### src/rtl/sram_fifo_scheduler.sv
// Circular FIFO of spill words over one single-port SRAM bank; push and pop share the port by round-robin.
// Define SRAM_FIFO_PREFETCH_EN for a first-word-fall-through output (output register plus 2-deep skid).
module sram_fifo_scheduler #(
  parameter int WORD     = 256,
  parameter int ADDR_LOG = 10
) (
  input  logic                clk,
  input  logic                rst_n,
  input  logic                i_init,
  input  logic                i_push,
  input  logic [WORD-1:0]     i_push_data,
  output logic                o_push_ready,
  input  logic                i_pop,
  output logic                o_pop_ready,
  output logic [WORD-1:0]     o_pop_data,
  output logic                o_pop_valid,
  output logic                o_sram_CEN,
  output logic                o_sram_WEN,
  output logic [ADDR_LOG-1:0] o_sram_A,
  output logic [WORD-1:0]     o_sram_D,
  input  logic [WORD-1:0]     i_sram_Q,
  output logic [ADDR_LOG:0]   o_count,
  output logic                o_full,
  output logic                o_empty,
  output logic                o_busy,
  output logic [1:0]          o_state
);
  localparam int CW = ADDR_LOG + 1;
  localparam logic [CW-1:0] DEPTH = {1'b1, {ADDR_LOG{1'b0}}};

  typedef enum logic [1:0] {S_IDLE = 2'd0, S_ACTIVE = 2'd1, S_INIT = 2'd2} state_t;

  state_t              state_q;
  logic [ADDR_LOG-1:0] wr_ptr_q, rd_ptr_q, a_q;
  logic [CW-1:0]       count_q, count_d;
  logic [WORD-1:0]     d_q;
  logic                cen_q, wen_q, last_pop_q;
  logic                blk, push_want, rd_want, push_gnt, rd_gnt, rd_access;

  // Handshake: a push (pop) transfers in any cycle where i_push && o_push_ready (i_pop && o_pop_ready);
  // ready is the combinational grant and may be high with no request, which then transfers nothing.
  assign blk          = i_init || (state_q == S_INIT);
  assign rd_access    = !cen_q && wen_q;
  assign o_full       = (count_q == DEPTH);
  assign o_empty      = (count_q == '0);
  assign push_want    = i_push && !o_full && !blk;
  assign push_gnt     = push_want && (!rd_want || last_pop_q);
  assign rd_gnt       = rd_want && (!push_want || !last_pop_q);
  assign o_push_ready = !blk && !o_full && !rd_gnt;

  assign o_sram_CEN = cen_q;
  assign o_sram_WEN = wen_q;
  assign o_sram_A   = a_q;
  assign o_sram_D   = d_q;
  assign o_count    = count_q;
  assign o_state    = state_q;

`ifdef SRAM_FIFO_PREFETCH_EN
  logic [CW-1:0]   mem_cnt_q;
  logic [WORD-1:0] fb_q [3];
  logic [1:0]      fb_hd_q, fb_tl_q, fb_cnt_q;
  logic            cap_q, consume, room;

  // Every read already issued or returning owns a slot, so the 3-entry buffer can never overflow.
  assign room        = ({1'b0, fb_cnt_q} + {2'b00, cap_q} + {2'b00, rd_access}) < 3'd3;
  assign rd_want     = (mem_cnt_q != '0) && room && !blk;
  assign o_pop_valid = (fb_cnt_q != 2'd0);
  assign o_pop_ready = o_pop_valid;
  assign consume     = i_pop && o_pop_valid && !i_init;
  assign o_pop_data  = o_pop_valid ? fb_q[fb_hd_q] : '0;
  assign o_busy      = (state_q == S_INIT) || !cen_q || cap_q;
  assign count_d     = count_q + CW'(push_gnt) - CW'(consume);

  always_ff @(posedge clk or negedge rst_n) begin
    if (!rst_n) begin
      mem_cnt_q <= '0;
      fb_hd_q   <= 2'd0;
      fb_tl_q   <= 2'd0;
      fb_cnt_q  <= 2'd0;
      cap_q     <= 1'b0;
    end else if (i_init) begin
      mem_cnt_q <= '0;
      fb_hd_q   <= 2'd0;
      fb_tl_q   <= 2'd0;
      fb_cnt_q  <= 2'd0;
      cap_q     <= 1'b0;
    end else begin
      mem_cnt_q <= mem_cnt_q + CW'(push_gnt) - CW'(rd_gnt);
      cap_q     <= rd_access;
      if (cap_q) fb_tl_q <= (fb_tl_q == 2'd2) ? 2'd0 : fb_tl_q + 2'd1;
      if (consume) fb_hd_q <= (fb_hd_q == 2'd2) ? 2'd0 : fb_hd_q + 2'd1;
      fb_cnt_q <= fb_cnt_q + {1'b0, cap_q} - {1'b0, consume};
    end
  end

  always_ff @(posedge clk) begin
    if (cap_q) fb_q[fb_tl_q] <= i_sram_Q;
  end
`else
  logic pop_valid_q;

  assign rd_want     = i_pop && !o_empty && !blk;
  assign o_pop_ready = !blk && !o_empty && !push_gnt;
  assign o_pop_valid = pop_valid_q;
  // The macro drives Q in the cycle after its access; pass it through only while the pulse is up.
  assign o_pop_data  = pop_valid_q ? i_sram_Q : '0;
  assign o_busy      = (state_q == S_INIT) || !cen_q;
  assign count_d     = count_q + CW'(push_gnt) - CW'(rd_gnt);

  always_ff @(posedge clk or negedge rst_n) begin
    if (!rst_n) pop_valid_q <= 1'b0;
    else        pop_valid_q <= rd_access && !i_init;
  end
`endif

  always_ff @(posedge clk or negedge rst_n) begin
    if (!rst_n) begin
      state_q    <= S_IDLE;
      wr_ptr_q   <= '0;
      rd_ptr_q   <= '0;
      count_q    <= '0;
      cen_q      <= 1'b1;
      wen_q      <= 1'b1;
      a_q        <= '0;
      d_q        <= '0;
      last_pop_q <= 1'b1;
    end else if (i_init) begin
      state_q  <= S_INIT;
      wr_ptr_q <= '0;
      rd_ptr_q <= '0;
      count_q  <= '0;
      cen_q    <= 1'b1;
    end else begin
      count_q <= count_d;
      cen_q   <= !(push_gnt || rd_gnt);
      if (push_gnt) begin
        wen_q      <= 1'b0;
        a_q        <= wr_ptr_q;
        d_q        <= i_push_data;
        wr_ptr_q   <= wr_ptr_q + ADDR_LOG'(1);
        last_pop_q <= 1'b0;
      end else if (rd_gnt) begin
        wen_q      <= 1'b1;
        a_q        <= rd_ptr_q;
        rd_ptr_q   <= rd_ptr_q + ADDR_LOG'(1);
        last_pop_q <= 1'b1;
      end
      case (state_q)
        S_INIT:   state_q <= S_IDLE;
        S_IDLE:   if (push_gnt || rd_gnt) state_q <= S_ACTIVE;
        S_ACTIVE: if (count_q == '0 && cen_q && !(push_gnt || rd_gnt)) state_q <= S_IDLE;
        default:  state_q <= S_IDLE;
      endcase
    end
  end
endmodule

### config.mk
export PLATFORM = sky130hd
export DESIGN_NAME = sram_fifo_scheduler
export DESIGN_NICKNAME = d
export VERILOG_FILES = /design/src/rtl/sram_fifo_scheduler.sv
export SDC_FILE = /design/constraint.sdc
export NUM_CORES = 1
export LEC_CHECK = 0
export CORE_AREA = 2 2 410 412
export DETAILED_ROUTE_END_ITERATION = 8
export DIE_AREA = 0 0 412 414
export GPL_ROUTABILITY_DRIVEN = 0
export PLACE_DENSITY = 0.34
export SETUP_SLACK_MARGIN = 0.05
export SLEW_MARGIN = 20
export SYNTH_ARGS = -nofsm -noshare
export SYNTH_HDL_FRONTEND = slang
export SYNTH_SLANG_ARGS = --single-unit
### constraint.sdc
create_clock -name clk -period 10.85 [get_ports clk]
set_input_delay 1.085 -clock clk [delete_from_list [all_inputs] [get_ports clk]]
set_output_delay 1.085 -clock clk [all_outputs]
set_load 0.03 [all_outputs]
==> summary by stage, run 1 <==
GRT
Entering global routing, the biggest net connects 147 pins. The global-route usage over all layers is 14.1%. The via count of the first global-routing pass is 16200. The global-route wire length before repair is 162000 um.

The leftover overflow at the end of global routing is 0. The number of antenna violations at the first check in global routing is 25.

Detailed routing
The average routed wire per standard cell is 25.2 um. The DRC violation count after routing is 0. The mean number of vias per cell is 3.13.

For this run, the detailed router's first-pass iteration total came to 5. The detailed router finished its first iteration with 905 violations. After detailed routing, the total wire length is about 120000 um.

The via count is 15500. Once detail routing completed, the nets flagged for antenna violations numbered 0.

Pwr
The power density over the cells is 214 nW/um^2. The highest ir drop seen on vdd is 0.109 mV. For this design the static power due to leakage is 12.1 nW.

Synthesis
The XOR/XNOR share of the synthesized area is 0.629%. The post-synthesis average cell area is 8.37 sq um. The portion of the post-synthesis area used by sequential elements is 54.3%. The count of distinct cell types in the synthesized netlist is 50. The synthesized design contains 302 register bits. Summing the areas of all and, or, nand and nor instances in the mapped netlist gives 36.6% of the synthesized area.

Counting flops with a built-in enable in the synthesized netlist gives 0. During synthesis, Yosys emitted a total of 0 warnings. In the synthesized netlist, the number of instances is 1662. When the netlist entered floorplanning its net count stood at 2197. The area of the mapped netlist is 13900 sq um.

In the synthesized netlist the async set-or-reset flop fraction comes to 100%. The synthesized netlist devotes 2.70% of its cell area to compound gates. In the synthesized netlist the dominant register cell turns out to be dfrtp_1. The portion of netlist area occupied by mux cells is 0.297%. After Yosys synthesis, full adders, half adders and majority gates account for 1.67% of the synthesized area. By area, the combinational part of the netlist is dominated by simple AND/OR/NAND/NOR gates.

Layout
The fraction of final layout cells sized beyond drive strength 1 is 3.61%. The count of nets after finishing is 3216. The most frequent standard cell in the layout excluding fill and tap cells is clkdlybuf4s50_1.

The growth of design area from synthesis to finish is 105%. In the layout the commonest cells are clkdlybuf4s50_1, nand2_1, dfrtp_1.

Run status
The flow ran to the end, and the final reports show no timing, DRC or antenna violations.

Timing
Timing would allow up to 172 MHz. For the pin with the worst max-slew slack, the measured transition is roughly 1.2 ns. Setup total negative slack on the finished layout was measured at 0 ns. The count of endpoints failing hold in the final timing report was 0. The final critical-path share of the clock period is between 50% and 60%. In this run the tightest slew margin relative to its limit is 20.3%.

The number of endpoints failing setup at the final stage is 0. Across the routed clock network, the largest skew measured is 0.0188 ns. Setup repair after global routing left no endpoint under its margin. The final count of pins violating max slew is 0. The final hold slack is approximately 0.46 ns. The routed design could run at a clock period as short as 5.82 ns.

Clock tree
The clock-pin slew reported for the worst setup and hold paths after clock tree synthesis is 0.06 ns. TritonCTS built the clock tree. The H-tree depth is 2. The number of clock buffers added by TritonCTS is 44. The count of cells resized by post-cts repair is 0. The tree built by TritonCTS fans out to 302 sinks. The largest buffer count on any clock path is 3. The count of hold buffers inserted by post-cts repair is 0. The latest clock arrival within the worst-skew pair is 0.61 ns.

Once the clock tree was built, the setup fixing pass inserted 0 buffers. The buffer cell driving the clock tree root is clkbuf_16.

Critical path
The required time at the endpoint of the critical path is 9.77 ns. The worst path arrival time is 4.73 ns. The worst setup path is captured at an output port. The kind of launch point of the worst setup path is an input port.

The worst setup path is of the input port to output port kind. Of all nets on the critical path, the largest fanout is 134.

Die
The floorplan step defined a core boundary enclosing 166000 sq um. The floorplan die width is approximately 400 um. Pin placement for this block handled 1060 I/O pins. The number of cell rows is 150. The overall die height is 414 um. The floorplan die area is approximately 170000 sq um. The initial utilization of the core area, before any placement, comes to between 8 and 9%.

Run
The number of max-capacitance violations reported is 0.

Placed design
The final HPWL from detailed placement is 103000 um. The count of buffers added on input and output ports is 1059.

Worst hold path
The path category of the worst min-delay check is input port to asynchronous set/reset pin.
## metal layers
| metal | GRT usage [%] | up-vias | share of wire (%) |
|---|---|---|---|
| met2 | 24.0 | 627 | 49 |
| li1 | - | 7157 | - |
| met5 | 0 | - | 0.11 |
| met4 | 6.46 | 22 | 5.1 |
| met1 | 15.6 | 7532 | 38 |
| met3 | 4.97 | 139 | 8.6 |
## cell type report
cell class	count	area, sq um
timing repair buffer	1071	10700
inverter	28	120
tap	2204	2760
clock buffer	64	1300
multi-input combinational	1234	5830
clock inverter	17	204
fill	18800	138000
antenna	22	55.1
sequential	302	7560
## worst max-delay path: stages
cell and delay, ns:
clkdlybuf4s50_1 0.40, buf_4 0.24, inv_1 0.36, o311a_1 0.28, and3_4 0.58, clkinv_8 0.61
and3_1 0.46, clkdlybuf4s50_1 0.62
## worst paths after layout
| check | start | to | slack, ns | depth (start not counted) |
|---|---|---|---|---|
| max in group asynchronous | rst_n | o_pop_valid | 8.09 | 3 |
| worst min-delay path | rst_n | o_sram_D[47] | 0.46 | 1 |
| worst min register to register | o_sram_D[16] | o_sram_D[16] | 0.47 | 2 |
| min in group clk | o_sram_D[16] | o_sram_D[16] | 0.47 | 2 |
| worst max register to register | o_count[7] | o_count[8] | 6.13 | 15 |
| worst max-delay path | i_init | o_pop_ready | 5.03 | 8 |
## kinds of logic after synthesis
family                     Yosys count
muxes                                4
DFF                                302
xor gates and xnor gates            10
and+or+nand+nor                   1145
adders and majority gates           18
buffers and inverters              126
AOI/OAI and AO/OA                   57
## state kept, by name, summed over array words and instances (netlist names)
| name | cells |
|---|---|
| o_sram_D | 256 |
| o_count | 11 |
| o_sram_A | 10 |
| rd_ptr_q | 10 |
| wr_ptr_q | 10 |
| o_state | 2 |
| last_pop_q | 1 |
| o_pop_valid | 1 |
| o_sram_CEN | 1 |
## synthesized netlist by cell type (6+ instances only)
| cell type | number | area, sq um |
|---|---|---|
| nor3_1 | 8 | 40.0 |
| clkbuf_1 | 63 | 236 |
| nor2b_1 | 7 | 43.8 |
| a31oi_1 | 11 | 68.8 |
| nand2_1 | 809 | 3040 |
| o21ai_0 | 10 | 50.1 |
| and3_1 | 7 | 43.8 |
| nor2_1 | 29 | 109 |
| a21oi_1 | 12 | 60.1 |
| buf_2 | 31 | 155 |
| inv_1 | 26 | 97.6 |
| and2_1 | 257 | 1610 |
| ha_1 | 17 | 213 |
| dfrtp_1 | 300 | 7510 |
| nand3_1 | 6 | 30.0 |
## report_power, final
group | internal (W) | switching [W] | total, W
clock network | 0.000908 | 0.000619 | 0.00153
registers | 0.00150 | 0.000267 | 0.00176
logic | 0.00109 | 0.00174 | 0.00282
## through the flow
stage / cell area [sq um] / utilization [%] / instances / power [W] / worst slack, ns
2_1_floorplan: 13900 / - / 1662 / 0.00307 / 7.11
3_3_place_gp: 27000 / 16.2 / 4839 / 0.00466 / 4.61
3_5_place_dp: 27000 / 16.2 / 4839 / 0.00464 / 4.68
4_1_cts: 28500 / 17.1 / 4920 / 0.00626 / 4.88
5_1_grt: 28500 / 17.2 / 4935 / 0.00646 / 4.71
6_report: 28500 / 17.2 / 4942 / 0.00611 / 5.03
No activity file was read; power rests on OpenSTA's default activity.
==> inputs of run 2 (changes only) <==
- CORE_AREA: 2 2 410 412 -> 2 2 409 411
- DIE_AREA: 0 0 412 414 -> 0 0 411 413
- PLACE_DENSITY: 0.34 -> 0.35
- clock period: 10.85 -> 4.7 ns (I/O delays scaled with it)
==> run 2 against run 1 <==
Compared with the run above: sequential power up 130%; via count up 0.14%; worst setup slack worse by 4.2 ns; critical path type is now register to register; highest routed layer unchanged.
==> summary by stage, run 2 (synthesis results as in run 1) <==
Clock tree
Buffers added to address setup during post-CTS repair amount to 0. The TritonCTS buffer count is 46. The tree is rooted in a clkbuf_16. Counting every sink on the clock net gives just over 300. Clock-pin slew was measured on the worst setup and hold paths at 0.06 ns.

The H-tree generated during clock tree synthesis spans 2 levels. TritonCTS built the clock tree. Post-CTS repair changed the size of 0 cells. Counting along the longest clock path gives a buffer depth of 3. The latest clock arrival within the worst-skew pair is 0.64 ns.

Timing
The worst path uses 82.1% of the clock period. Setup violations remaining at the end of the flow were counted as 0. After routing, the total negative slack on setup checks comes to 0 ns. The post-route clock skew is around 0.077 ns. The final count of pins violating max slew is 0. Setup repair after global routing left no endpoint under its margin. The count of endpoints failing hold in the final timing report was 0.

The highest attainable clock frequency is between 200 and 300 MHz. The worst-margin pin slew is 1.03 ns. In this run the tightest slew margin relative to its limit is approximately a third.

For the finished layout, the period the worst path requires is just under 4 ns.

Worst hold path
The tightest min-delay check is of the input port to asynchronous set/reset pin type.

Critical path
The largest single stage delay on the critical path is 0.46 ns. For the worst setup path, the data required time is 5.13 ns. The signal on the critical path passes through inv_1 -> ha_1 -> nand4b_4 -> or3_1 -> and4_1 -> inv_4 -> ha_1 -> ha_1 -> inv_1 -> fa_1 -> nor2b_1 -> o221ai_1 -> a221oi_1 -> o21a_1 -> nor3_1.

The top fanout value on the critical path is 9. STA puts the critical path data arrival time at 4.29 ns. The end of the worst register-to-register path is o_count[8]. The startpoint-to-endpoint class of the critical path is register to register. The number of cells on the worst reg-to-reg path is 15. STA classifies the critical path endpoint as a register. The most critical setup path has its endpoint at o_count[8].

On the critical path, the stage with the largest delay is an instance of or3_1. The beginning of the worst register-to-register path is o_count[6]. The worst setup path is launched from a register. In this run the register-to-register setup slack is 0.84 ns. The most used cell along the critical path is ha_1.

Tracing the worst setup path back leads to its startpoint at o_count[6].

Layout
The area taken by multi-input logic gates is 5830 sq um. For this run, the post-layout net count is roughly 3200. The final standard cell count with taps included and fillers excluded is ~5000. In the layout the commonest cells are clkdlybuf4s50_1, nand2_1, dfrtp_1.

The growth of design area from synthesis to finish is 107%. The post-route netlist has 3.81% of its cells at a drive strength greater than 1. The register with the most flip-flops in the layout has 256 of them.

The count of fill cells added during filler insertion is 18700. Registers take 7560 sq um. The most frequent standard cell in the layout excluding fill and tap cells is clkdlybuf4s50_1.

Run status
The flow ran to the end, and the final reports show no timing, DRC or antenna violations.

Die
Once the floorplan was initialized, standard cells occupied 8.39% of the core. The die covers 170000 sq um. Measured along the x axis, the die boundary spans 411 um. In this run the count of I/O pins placed on the die edge is 1060. The area of the placeable core is 166000 sq um. The number of cell rows is 150. From bottom edge to top edge, the die measures roughly 410 um.

Placed design
The count of buffers inserted at the top-level ports is 1059. Once detailed placement completed, the half-perimeter wirelength came to 107000 um. In this run, placement finished with an instance count of 4848.

Detailed routing
The total iterations of the first detailed-routing run is 5. The via count is ~15000. The average routed wire per standard cell is 25.7 um. For this block, the initial DRC count from the detailed router was roughly 800.

After detailed routing, the total wire length is 128000 um. The DRC violation count after routing is 0. Dividing the detail-routed via count by the number of cells gives 3.12.

The count of nets left with antenna violations once routing finished came out at 0.

GRT
The global-route usage over all layers is 14.4%. The leftover overflow at the end of global routing is 0. The first global-routing pass estimated 163000 um of wire.

The number of antenna violations at the first check in global routing is 46. The via count of the first global-routing pass is 15700. Entering global routing, the biggest net connects 97 pins.

Pwr
Of the total power, combinational logic draws 45.9%. For this design the ratio of total power to cell area is roughly 500 nW/um^2. Across the VDD grid, the largest voltage drop is roughly 0.29 mV.

The share of total power dissipated in sequential elements is 28.1%. The share of total power consumed by net switching is 42.5%. The clock network accounts for 26.0% of the total power. The leakage power is 12.2 nW. The net switching power figure is 0.00608 W. The completed layout was analyzed and its total power is between 0.01 and 0.015 W.

The internal power summed over all cells is between 0.008 and 0.009 W.

Run
Across the run, the number of max-cap violations was 0.
==> run 2: changes by cell type in the layout (fill, tap and decap cells not counted), sizes merged <==
cell / before / now
buf: 13 / 22
inv: 31 / 30
diode: 22 / 42
bufinv: 3 / 6
clkinv: 10 / 6
dlygate4sd3: 0 / 1
clkbuf: 64 / 66
clkinvlp: 1 / 2
==> run 2: worst min path at each step <==
stage | startpoint | to | slack, ns
3_3_place_gp | rst_n | o_sram_D[73] | 0.40
3_5_place_dp | rst_n | o_sram_D[49] | 0.40
6_report | rst_n | o_sram_D[49] | 0.33
4_1_cts | rst_n | o_sram_D[49] | 0.27
2_1_floorplan | rst_n | o_count[0] | 0.17
5_1_grt | rst_n | o_sram_D[49] | 0.31
==> run 2: power groups by stage <==
stage / combinational [W] / sequential [W] / clock [W]
finish: 0.00657 / 0.00402 / 0.00372
CTS: 0.00671 / 0.00403 / 0.00390
floorplan: 0.00144 / 0.00566 / 0
global route: 0.00699 / 0.00414 / 0.00401
detailed placement: 0.00667 / 0.00404 / 0
global placement: 0.00672 / 0.00404 / 0
==> run 2: timing repair <==
item                                   CTS  global route
hold buffers                             1             0
setup endpoints to repair                0             0
endpoints found under the hold margin   35             0
==> run 2: layout make-up <==
class,instances,share of cell area (%)
flip-flops and latches,302,26.3
diodes,42,0.365
well taps,2204,9.58
clock buffers,66,4.51
clock inverters,16,1.02
multi-input cells,1234,20.3
repair buffers,1081,37.6
inverters,28,0.400
==> run 2: metal layers <==
| layer | vias up | wire length, um | track usage (%) |
|---|---|---|---|
| met1 | 7474 | 49200 | 16.3 |
| li1 | 7212 | - | - |
| met2 | 651 | 63500 | 24.7 |
| met5 | - | 146 | 0 |
| met4 | 24 | 4650 | 5.94 |
| met3 | 138 | 10100 | 4.74 |
==> run 2: through the flow <==
step / util, % / worst slack, ns / hold slack (ns) / cell area (sq um)
finish: 17.3 / 0.843 / 0.326 / 28800
global route: 17.3 / 0.547 / 0.314 / 28800
CTS: 17.3 / 0.876 / 0.271 / 28700
detailed placement: 16.3 / 0.823 / 0.396 / 27100
global placement: 16.3 / 0.869 / 0.403 / 27100
floorplan: - / 1.12 / 0.174 / 13900
==> run 2: critical path, delay by kind of cell, from the launching register on <==
kind                     cells  cell delay, ns
adder cells (fa/ha/maj)      4            0.89
buffers and inverters        3            0.29
AO/OA/AOI/OAI                3            0.85
AND/OR/NAND/NOR              5            1.29
flip-flops                   1            0.40
==> inputs of run 3 (changes only) <==
- CORE_AREA: 2 2 409 411 -> 2 2 415 417
- DIE_AREA: 0 0 411 413 -> 0 0 417 419
- PLACE_DENSITY: 0.35 -> 0.33
- clock period: 4.7 -> 3.9 ns (I/O delays scaled with it)
==> run 3 against run 2 <==
Compared with the run above: global-route usage fell by 0.24 points; register-to-register slack got worse by 0.50 ns; core utilization fell by 0.52 points; critical path type is now register to output port; hold slack got worse by 0.029 ns; clock skew fell by 0.044 ns; die area rose by 2.9%; via count fell by 0.43%; flip-flop and latch count did not move; design area fell by 0.27%; critical endpoint is now o_push_ready; total power rose by 17%; first-iteration DRC count rose by 0.13%; combinational power rose by 19%.
==> summary by stage, run 3 (synthesis results as in run 1) <==
Pwr
Of the total power, registers draw 28.9%. Per report_power, the combinational group accounts for about 46% of the total. The internal portion of the total power is 0.00966 W.

The share of total power consumed by net switching is a little over two fifths. In this run the power density over the cells is 586 nW/um^2. The highest ir drop seen on vdd is between 0.2 and 0.3 mV. For this design the total switching power over the nets is 0.00715 W. The portion of total power attributed to the clock network is 24.8%.

The leakage power is 12.2 nW.

Critical path
The kind of cell with the highest combined delay along the critical path is buffers and inverters. The largest single stage delay on the critical path is 0.78 ns. The required time at the endpoint of the critical path is 3.51 ns. The signal on the critical path passes through inv_1 -> ha_1 -> nand4b_4 -> or3_1 -> and4_1 -> inv_4 -> buf_4 -> and2_1 -> clkdlybuf4s50_1. The number of buffers and inverters on the critical path is 4. The worst setup path is of the register to output port kind.

The sort of element at the end of the critical path is an output port. The slowest stage of the critical path belongs to the cell clkdlybuf4s50_1. STA puts the critical path data arrival time at 3.21 ns. The top fanout value on the critical path is 8. The kind of launch point of the worst setup path is a register.

GRT
The via count of the first global-routing pass was about 16000. The leftover overflow at the end of global routing is 0. The global-route wire length before repair is 164000 um. The global-route usage over all layers is 14.1%. The number of antenna violations at the first check in global routing was 32. Entering global routing, the biggest net connects approximately 150 pins.

Run
Across the run, the number of max-cap violations was 0.

Detailed routing
The starting DRC count in detailed routing is 798. The mean number of vias per cell is 3.11. The via count is 15400.

The routed wire length is 129000 um. The first detailed-routing pass took 5 iterations. After detailed routing, the number of remaining DRC violations is 0. In this run the remaining antenna-violating nets after routing total 0.

In the final routed layout, each cell accounts on average for between 20 and 30 um.

Timing
For the final routed database, the setup TNS stands at 0 ns. The count of endpoints failing hold in the final timing report is 0. Setup slack on the critical path of the routed design comes to 0.299 ns. The highest attainable clock frequency is 278 MHz. The worst-margin pin slew is 0.941 ns. Headroom to the max-slew limit came out at about 37%. The number of endpoints failing setup at the final stage is 0. The final hold slack is slightly below 0.3 ns. Setup repair after global routing left no endpoint under its margin.

For the final database, setup skew stands at 0.0329 ns. The shortest period the worst path allows is about 3.6 ns. The final count of pins violating max slew is 0. The worst path uses 92.3% of the clock period.

Die
The number of top-level pins is 1060. The overall die height is 419 um. The floorplan die width is approximately 420 um.

The floorplan die area is 175000 sq um. The region available for standard cell placement spans 171000 sq um. Row generation in the floorplan step produced 152 rows.

The effective utilization at floorplan is 8.16%.

Worst hold path
The tightest min-delay check is of the input port to register type.

Clock tree
The TritonCTS clock tree is done. The cell sitting at the root of the clock tree is a clkbuf_16. The H-tree depth is 2. Clock tree synthesis inserted a total of 45 buffers. The post-CTS repair timing setup buffer count is 0. The clock sink count is about 300. The clock passes through at most 3 buffers. The latest clock arrival within the worst-skew pair is 0.62 ns. After clock tree synthesis, the clock-pin slew on the worst setup and hold paths is 0.06 ns.

Layout
The fraction of final layout cells sized beyond drive strength 1 is 3.95%. The count of nets after finishing is 3235. The most frequent standard cell in the layout excluding fill and tap cells is clkdlybuf4s50_1. The number of flip-flops under the largest register name is 256. From synthesis to final layout, the design area changed by 106%.

In the layout the commonest cells are clkdlybuf4s50_1, nand2_1, dfrtp_1.

Placed design
Once detailed placement completed, the half-perimeter wirelength came to between 100000 and 150000 um. The count of buffers inserted at the top-level ports is about 1100. Timing analysis after detailed placement gives a worst setup slack of approximately 0.22 ns.

Run status
The flow ran to the end, and the final reports show no timing, DRC or antenna violations.
run 3: layout make-up:
type                       instances  area [sq um]
inverter                          28           115
antenna                            3          7.51
tap                             2233          2790
sequential                       302          7560
clock inverter                    10           156
multi-input combinational       1234          5830
clock buffer                      69          1310
timing repair buffer            1089         10900
fill                           19100        142000
run 3: what timing repair did:
item	CTS	global route
setup endpoints to repair	0	1
endpoints found under the hold margin	84	0
hold buffers	1	0
gates resized for setup	0	1
run 3: power by group through the flow:
stage	Clock, W	Sequential, W	Combinational (W)
2_1_floorplan	0	0.00682	0.00173
3_3_place_gp	0	0.00489	0.00797
3_5_place_dp	0	0.00488	0.00796
4_1_cts	0.00435	0.00486	0.00798
5_1_grt	0.00447	0.00499	0.00827
6_report	0.00417	0.00485	0.00780
run 3: stage by stage:
stage / cells / cell area [sq um] / total power [W] / utilization (%)
after floorplan: 1662 / 13900 / 0.00855 / -
after global placement: 4885 / 27200 / 0.0129 / 16.0
after detailed placement: 4885 / 27200 / 0.0128 / 16.0
after CTS: 4965 / 28700 / 0.0172 / 16.8
after global routing: 4965 / 28700 / 0.0177 / 16.8
final: 4968 / 28700 / 0.0168 / 16.8
run 3: final timing paths:
| check | start | endpoint | slack, ns | depth (start not counted) |
|---|---|---|---|---|
| worst max-delay path | o_count[9] | o_push_ready | 0.30 | 9 |
| worst min-delay path | i_push_data[114] | o_sram_D[114] | 0.30 | 3 |
| worst max register to register | o_count[9] | o_count[8] | 0.34 | 15 |
| worst min register to register | o_state[1] | o_state[0] | 0.47 | 1 |
| max in group asynchronous | rst_n | o_sram_D[159] | 2.40 | 3 |
| min in group asynchronous | rst_n | o_sram_D[33] | 0.43 | 2 |
run 3: routing by layer:
layer | GRT usage, % | share of wire (%) | vias up
met5 | 0 | 0.041 | -
met4 | 3.72 | 2.8 | 8
met3 | 4.08 | 6.4 | 136
met2 | 28.1 | 56 | 565
met1 | 14.1 | 35 | 7549
li1 | - | - | 7174
run 3: worst register-to-register path, stage by stage (launching register included):
cell      delay (ns)
dfrtp_1         0.40
inv_1           0.09
ha_1            0.21
nand4b_4        0.17
o211ai_2        0.23
and4_1          0.30
inv_4           0.04
ha_1            0.28
ha_1            0.18
inv_1           0.06
fa_1            0.37
nor2b_1         0.22
o221ai_1        0.28
a221oi_1        0.38
o21a_1          0.16
nor3_1          0.05
